[config.mk]
export PLATFORM = sky130hd
export DESIGN_NAME = logdrop_unwindow_flat
export DESIGN_NICKNAME = d
export VERILOG_FILES = /design/src/rtl/logdrop_unwindow_if.sv /design/src/rtl/logdrop_unwindow.sv /design/src/flat_wrapper.sv
export SDC_FILE = /design/constraint.sdc
export NUM_CORES = 1
export LEC_CHECK = 0
export ABC_AREA = 1
export CORE_MARGIN = 1.5
export CORE_UTILIZATION = 45
export CTS_CLUSTER_DIAMETER = 200
export DETAILED_ROUTE_END_ITERATION = 8
export PLACE_DENSITY = 0.71
export RECOVER_POWER = 25
export SYNTH_ARGS = -nofsm -noshare
export SYNTH_HDL_FRONTEND = slang
export SYNTH_SLANG_ARGS = --single-unit
[constraint.sdc]
create_clock -name i_clk -period 4.3 [get_ports i_clk]
set_clock_uncertainty 0.2 [all_clocks]
set_input_delay 1.075 -clock i_clk [delete_from_list [all_inputs] [get_ports i_clk]]
set_output_delay 1.075 -clock i_clk [all_outputs]
set_load 0.05 [all_outputs]
[src/rtl/logdrop_unwindow_if.sv]
// Sample stream bundle for logdrop_unwindow.
// Upstream side: i_valid / i_y in, o_ready back.
// Downstream side: o_valid / o_x / o_t / o_sat / o_last out, i_ready back.
// The block itself uses the slave modport. A driver or bench uses master.
interface logdrop_unwindow_if #(
  parameter int DATA_W = 8,
  parameter int WINLEN = 32
);
  localparam int WINLEN_W = $clog2(WINLEN);

  logic                i_valid;
  logic                o_ready;
  logic [DATA_W-1:0]   i_y;
  logic                o_valid;
  logic                i_ready;
  logic [DATA_W-1:0]   o_x;
  logic [WINLEN_W-1:0] o_t;
  logic                o_sat;
  logic                o_last;

  modport master (
    output i_valid, i_y, i_ready,
    input  o_ready, o_valid, o_x, o_t, o_sat, o_last
  );

  modport slave (
    input  i_valid, i_y, i_ready,
    output o_ready, o_valid, o_x, o_t, o_sat, o_last
  );
endinterface

[src/rtl/logdrop_unwindow.sv]
// logdrop_unwindow: undoes the logdrop power-of-two window.
// The block owns the window index t. For each accepted sample y it
// produces x = y * 2^s(t) in the fx domain, saturating to all-ones.
// The result goes into a single registered output stage.
// Ports:
//   i_clk, i_rst : clock and asynchronous active-high reset
//   i_clear      : synchronous restart of the index and the output stage
//   bus (slave)  : i_valid/o_ready/i_y input stream;
//                  o_valid/i_ready/o_x/o_t/o_sat/o_last output stream
module logdrop_unwindow #(
  parameter int DATA_W = 8,
  parameter int WINLEN = 32
) (
  input  logic                i_clk,
  input  logic                i_rst,
  input  logic                i_clear,
  logdrop_unwindow_if.slave   bus
);
  localparam int WINLEN_W = $clog2(WINLEN);
  localparam logic [DATA_W-1:0] ALL1 = '1;

  logic [WINLEN_W-1:0] t_q;
  logic [WINLEN_W-1:0] a;
  logic [WINLEN_W-1:0] lg;
  logic [WINLEN_W-1:0] s;
  logic [DATA_W-1:0]   fill;
  logic [DATA_W-1:0]   x_d;
  logic                sat_d;
  logic                accept;

  // Shift amount. The window is symmetric, so fold t onto the distance a
  // from the nearer edge (~t for the upper half). Then take floor(log2 a).
  always_comb begin
    a  = t_q[WINLEN_W-1] ? ~t_q : t_q;
    lg = '0;
    for (int unsigned i = 0; i < WINLEN_W; i++) begin
      if (a[i]) lg = WINLEN_W'(i);
    end
    if (a >= WINLEN_W'(WINLEN / 4))
      s = '0;
    else if (a == '0)
      s = WINLEN_W'(WINLEN_W - 1);
    else
      s = WINLEN_W'(WINLEN_W - 2) - lg;
  end

  // fx value v stands for (v+1)/2^DATA_W. The vacated LSBs therefore
  // fill with ones. Any set bit in the top s bits of y would shift out,
  // so the result saturates.
  always_comb begin
    fill  = ~(ALL1 << s);
    sat_d = |(bus.i_y & ~(ALL1 >> s));
    x_d   = sat_d ? ALL1 : ((bus.i_y << s) | fill);
  end

  assign bus.o_ready = !i_rst && !i_clear && (!bus.o_valid || bus.i_ready);
  assign accept      = bus.i_valid && bus.o_ready;

  always_ff @(posedge i_clk or posedge i_rst) begin
    if (i_rst) begin
      t_q        <= '0;
      bus.o_valid <= 1'b0;
      bus.o_x    <= '0;
      bus.o_t    <= '0;
      bus.o_sat  <= 1'b0;
      bus.o_last <= 1'b0;
    end else if (i_clear) begin
      t_q         <= '0;
      bus.o_valid <= 1'b0;
    end else if (accept) begin
      t_q         <= t_q + WINLEN_W'(1);
      bus.o_valid <= 1'b1;
      bus.o_x     <= x_d;
      bus.o_sat   <= sat_d;
      bus.o_t     <= t_q;
      bus.o_last  <= (t_q == '1);
    end else if (bus.o_valid && bus.i_ready) begin
      bus.o_valid <= 1'b0;
    end
  end
endmodule

[src/flat_wrapper.sv]
// flat-port wrapper written by rule: the top's interface ports become plain ports
module logdrop_unwindow_flat 
#(
  parameter int DATA_W = 8,
  parameter int WINLEN = 32
)
  (i_clk, i_rst, i_clear, bus_i_valid, bus_i_y, bus_i_ready, bus_o_ready, bus_o_valid, bus_o_x, bus_o_t, bus_o_sat, bus_o_last);
  logdrop_unwindow_if #(.DATA_W(DATA_W), .WINLEN(WINLEN)) bus_i ();
  input  logic i_clk;
  input  logic i_rst;
  input  logic i_clear;
  input wire logic [$bits(bus_i.i_valid)-1:0] bus_i_valid;
  input wire logic [$bits(bus_i.i_y)-1:0] bus_i_y;
  input wire logic [$bits(bus_i.i_ready)-1:0] bus_i_ready;
  output wire logic [$bits(bus_i.o_ready)-1:0] bus_o_ready;
  output wire logic [$bits(bus_i.o_valid)-1:0] bus_o_valid;
  output wire logic [$bits(bus_i.o_x)-1:0] bus_o_x;
  output wire logic [$bits(bus_i.o_t)-1:0] bus_o_t;
  output wire logic [$bits(bus_i.o_sat)-1:0] bus_o_sat;
  output wire logic [$bits(bus_i.o_last)-1:0] bus_o_last;
  assign bus_i.i_valid = bus_i_valid;
  assign bus_i.i_y = bus_i_y;
  assign bus_i.i_ready = bus_i_ready;
  assign bus_o_ready = bus_i.o_ready;
  assign bus_o_valid = bus_i.o_valid;
  assign bus_o_x = bus_i.o_x;
  assign bus_o_t = bus_i.o_t;
  assign bus_o_sat = bus_i.o_sat;
  assign bus_o_last = bus_i.o_last;
  logdrop_unwindow #(.DATA_W(DATA_W), .WINLEN(WINLEN)) u_core (.i_clk(i_clk), .i_rst(i_rst), .i_clear(i_clear), .bus(bus_i));
endmodule
==> results.yml <==
status:
  outcome: "complete, no violations"
final_layout:
  ff_latch_area_sq_um: 526
  drive_gt1_frac: 0.110
  multi_input_area_sq_um: 641
  fillCellCount: 268
  fin_nets: 216
  syn2layout_area_growth_pct: 28.0
  antenna_cells: 0
drt:
  via_count: 1233
  drtIter0Drc: 58
  via_per_inst: 5.34
  route.detailed.drc: 0
  wirelength_mm: 2.81
  antenna_left: 0
  drt_pass1_iterations: 6
  wl_per_cell_microns: 12.1
hold_path:
  min_from: "u_core.bus.o_last$_DFFE_PP0P_"
  worstHoldPathType: "reg2reg"
  min_path_cells: 2
  worstHoldEndpoint: "u_core.bus.o_last$_DFFE_PP0P_"
yosys:
  synth_edf_count: 0
  ys_top_cells_by_count: "nand2_1 (43), dfrtp_1 (21), inv_1 (21)"
  syn_nets: 183
  synthTopCellsByArea: "dfrtp_1 (42%), nand2_1 (13%), nand3_1 (7.9%), inv_1 (6.2%), o21ai_0 (4.4%)"
  post-synth-top-area-cell: "dfrtp_1"
  synthCells: 168
  seq_area_frac_synth: 0.415
  yosys.cell_count.top_type: "nand2_1"
  ys_seq_elements: 21
  ys_async_sr_fraction: 1.00
  post_synth.cell_area_avg_sq_um: 7.53
  netlist_area_sq_um: 1260
  synth_top_flop_cell: "dfrtp_1"
  synth_top_area_frac: 0.415
  yosys_warnings: 0
  ys_types: 29
cts:
  clkTransAtPathRegs_ps: 140
  post_cts.repair.setup_buffers: 0
  ctsHoldBuffers: 0
  root_buffer: "clkbuf_4"
  ctsResizeCount: 0
  clock-sinks: 21
  cts_inserted_buffers: 3
  tritoncts: "built"
  h-tree-depth: 1
  clk_latency_ps: 310
  cts_buffer_depth: 2
global_routing:
  grt_pass1_vias: 1101
  grt_max_degree: 22
  grt_remaining_overflow: 0
  grt_usage: 0.190
  grt_pass1_wl_mm: 4.93
  antenna_found_initial: 0
floorplanning:
  die_w_microns: 56.0
  start_util: 0.467
  ios: 30
  core_sq_um: 2710
  die_y_microns: 56.0
  die_area_sq_um: 3140
  placementRows: 19
critical_path:
  reg2reg_depth: 9
  timing.rr.end: "u_core.bus.o_x[4]$_DFFE_PP0P_"
  arrival_ps: 2680
  crit_path_start: "i_clear"
  end_kind: "output port"
  reg2reg_slack_ps: 2250
  timing.rr.start: "u_core.t_q[4]$_DFFE_PP0P_"
  crit_type: "in2out"
  cp_max_fo: 5
  required_ps: 3020
  critPathLaunchType: "input port"
power:
  p_leak_uw: 0.000755
  irDropWorstVdd_uv: 162
  total_power_uw: 419
  power_per_cell_area_nw_per_um2: 259
sta:
  drv_slew: 0
  fmax_mhz: 253
  setup_ws_ps: 348
  rsz0062_at_grt: "false"
  period_minus_slack_ps: 3950
  tns_ps: 0
  tightestPinTransition_ps: 1120
  max_slew_margin: 0.254
  hold_ws_ps: 300
  setup_violations: 0
  timing.final.crit_share: 0.919
  hold_viol: 0
placement:
  port-buffer-count: 29
  place_ws_ps: 389
  hpwl_mm: 2.16
  gp_congestion: 0.860
run:
  maxCapViolCount: 0
[how the worst max path moves through the flow]
stage	end	slack (ps)	cells after the start
finish	bus_o_ready	350	5
global route	bus_o_ready	280	5
CTS	bus_o_ready	380	5
detailed placement	bus_o_ready	390	5
global placement	bus_o_ready	450	5
floorplan	bus_o_ready	1160	4
[final cells by class]
type	count	area share
Timing Repair Buffer	31	0.186
Clock inverter	1	0.00464
Sequential cell	21	0.325
Inverter	22	0.0510
Clock buffer	3	0.0139
Tap cell	31	0.0240
Multi-Input combinational cell	122	0.396
[worst max-delay path: stages]
cell and delay [ps]:
clkdlybuf4s50_1 440, inv_1 140, nand2_1 70, nor2_1 120
clkdlybuf4s50_1 830
[per-layer routing]
layer,global-route usage,share of wire,vias to the layer above
li1,-,-,614
met1,0.280,0.46,567
met2,0.309,0.47,48
met3,0.0209,0.063,4
met4,0.0306,0.0046,0
met5,0,0,-
[logic make-up after synthesis]
kind of cell,after synthesis,share of synthesized area
AND/OR/NAND/NOR,94,0.358
AO/OA/AOI/OAI,26,0.129
buffers and inverters,25,0.0781
flip-flops,21,0.415
adder cells (fa/ha/maj),2,0.0198
[per-stage QoR]
step	instances	utilization	cell area, sq um
6_report	231	0.597	1620
5_1_grt	231	0.597	1620
4_1_cts	231	0.599	1620
3_5_place_dp	227	0.588	1590
3_3_place_gp	227	0.588	1590
2_1_floorplan	168	-	1260
[where the power goes]
| part | internal, uW | switching, uW |
|---|---|---|
| Clock | 35.4 | 67.3 |
| Sequential | 205 | 4.33 |
| Combinational | 39.9 | 66.7 |
| Total | 280 | 138 |
[flip-flops by register name, indices dropped and copies added (netlist names)]
signal and flops:
u_core.bus.o_last 1, u_core.bus.o_sat 1, u_core.bus.o_t 5, u_core.bus.o_valid 1, u_core.bus.o_x 8, u_core.t_q 5
[cell usage in the layout (no fill, tap or decap), types with 2 or more instances in the layout]
master,netlist,final
a21oi_1,4,4
nand4_1,3,3
dfrtp_1,21,21
o21ai_1,2,2
nand3_1,20,20
nor2_1,10,10
o21ai_0,11,11
nand2_4,2,2
a21boi_1,2,2
nand2_1,43,43
or2_2,5,5
nand3_2,2,2
clkbuf_4,0,3
o21a_1,3,3
inv_1,21,21
nand2_2,4,4
clkdlybuf4s50_1,0,28
ha_1,2,2
(Power assumes the default switching activity.)
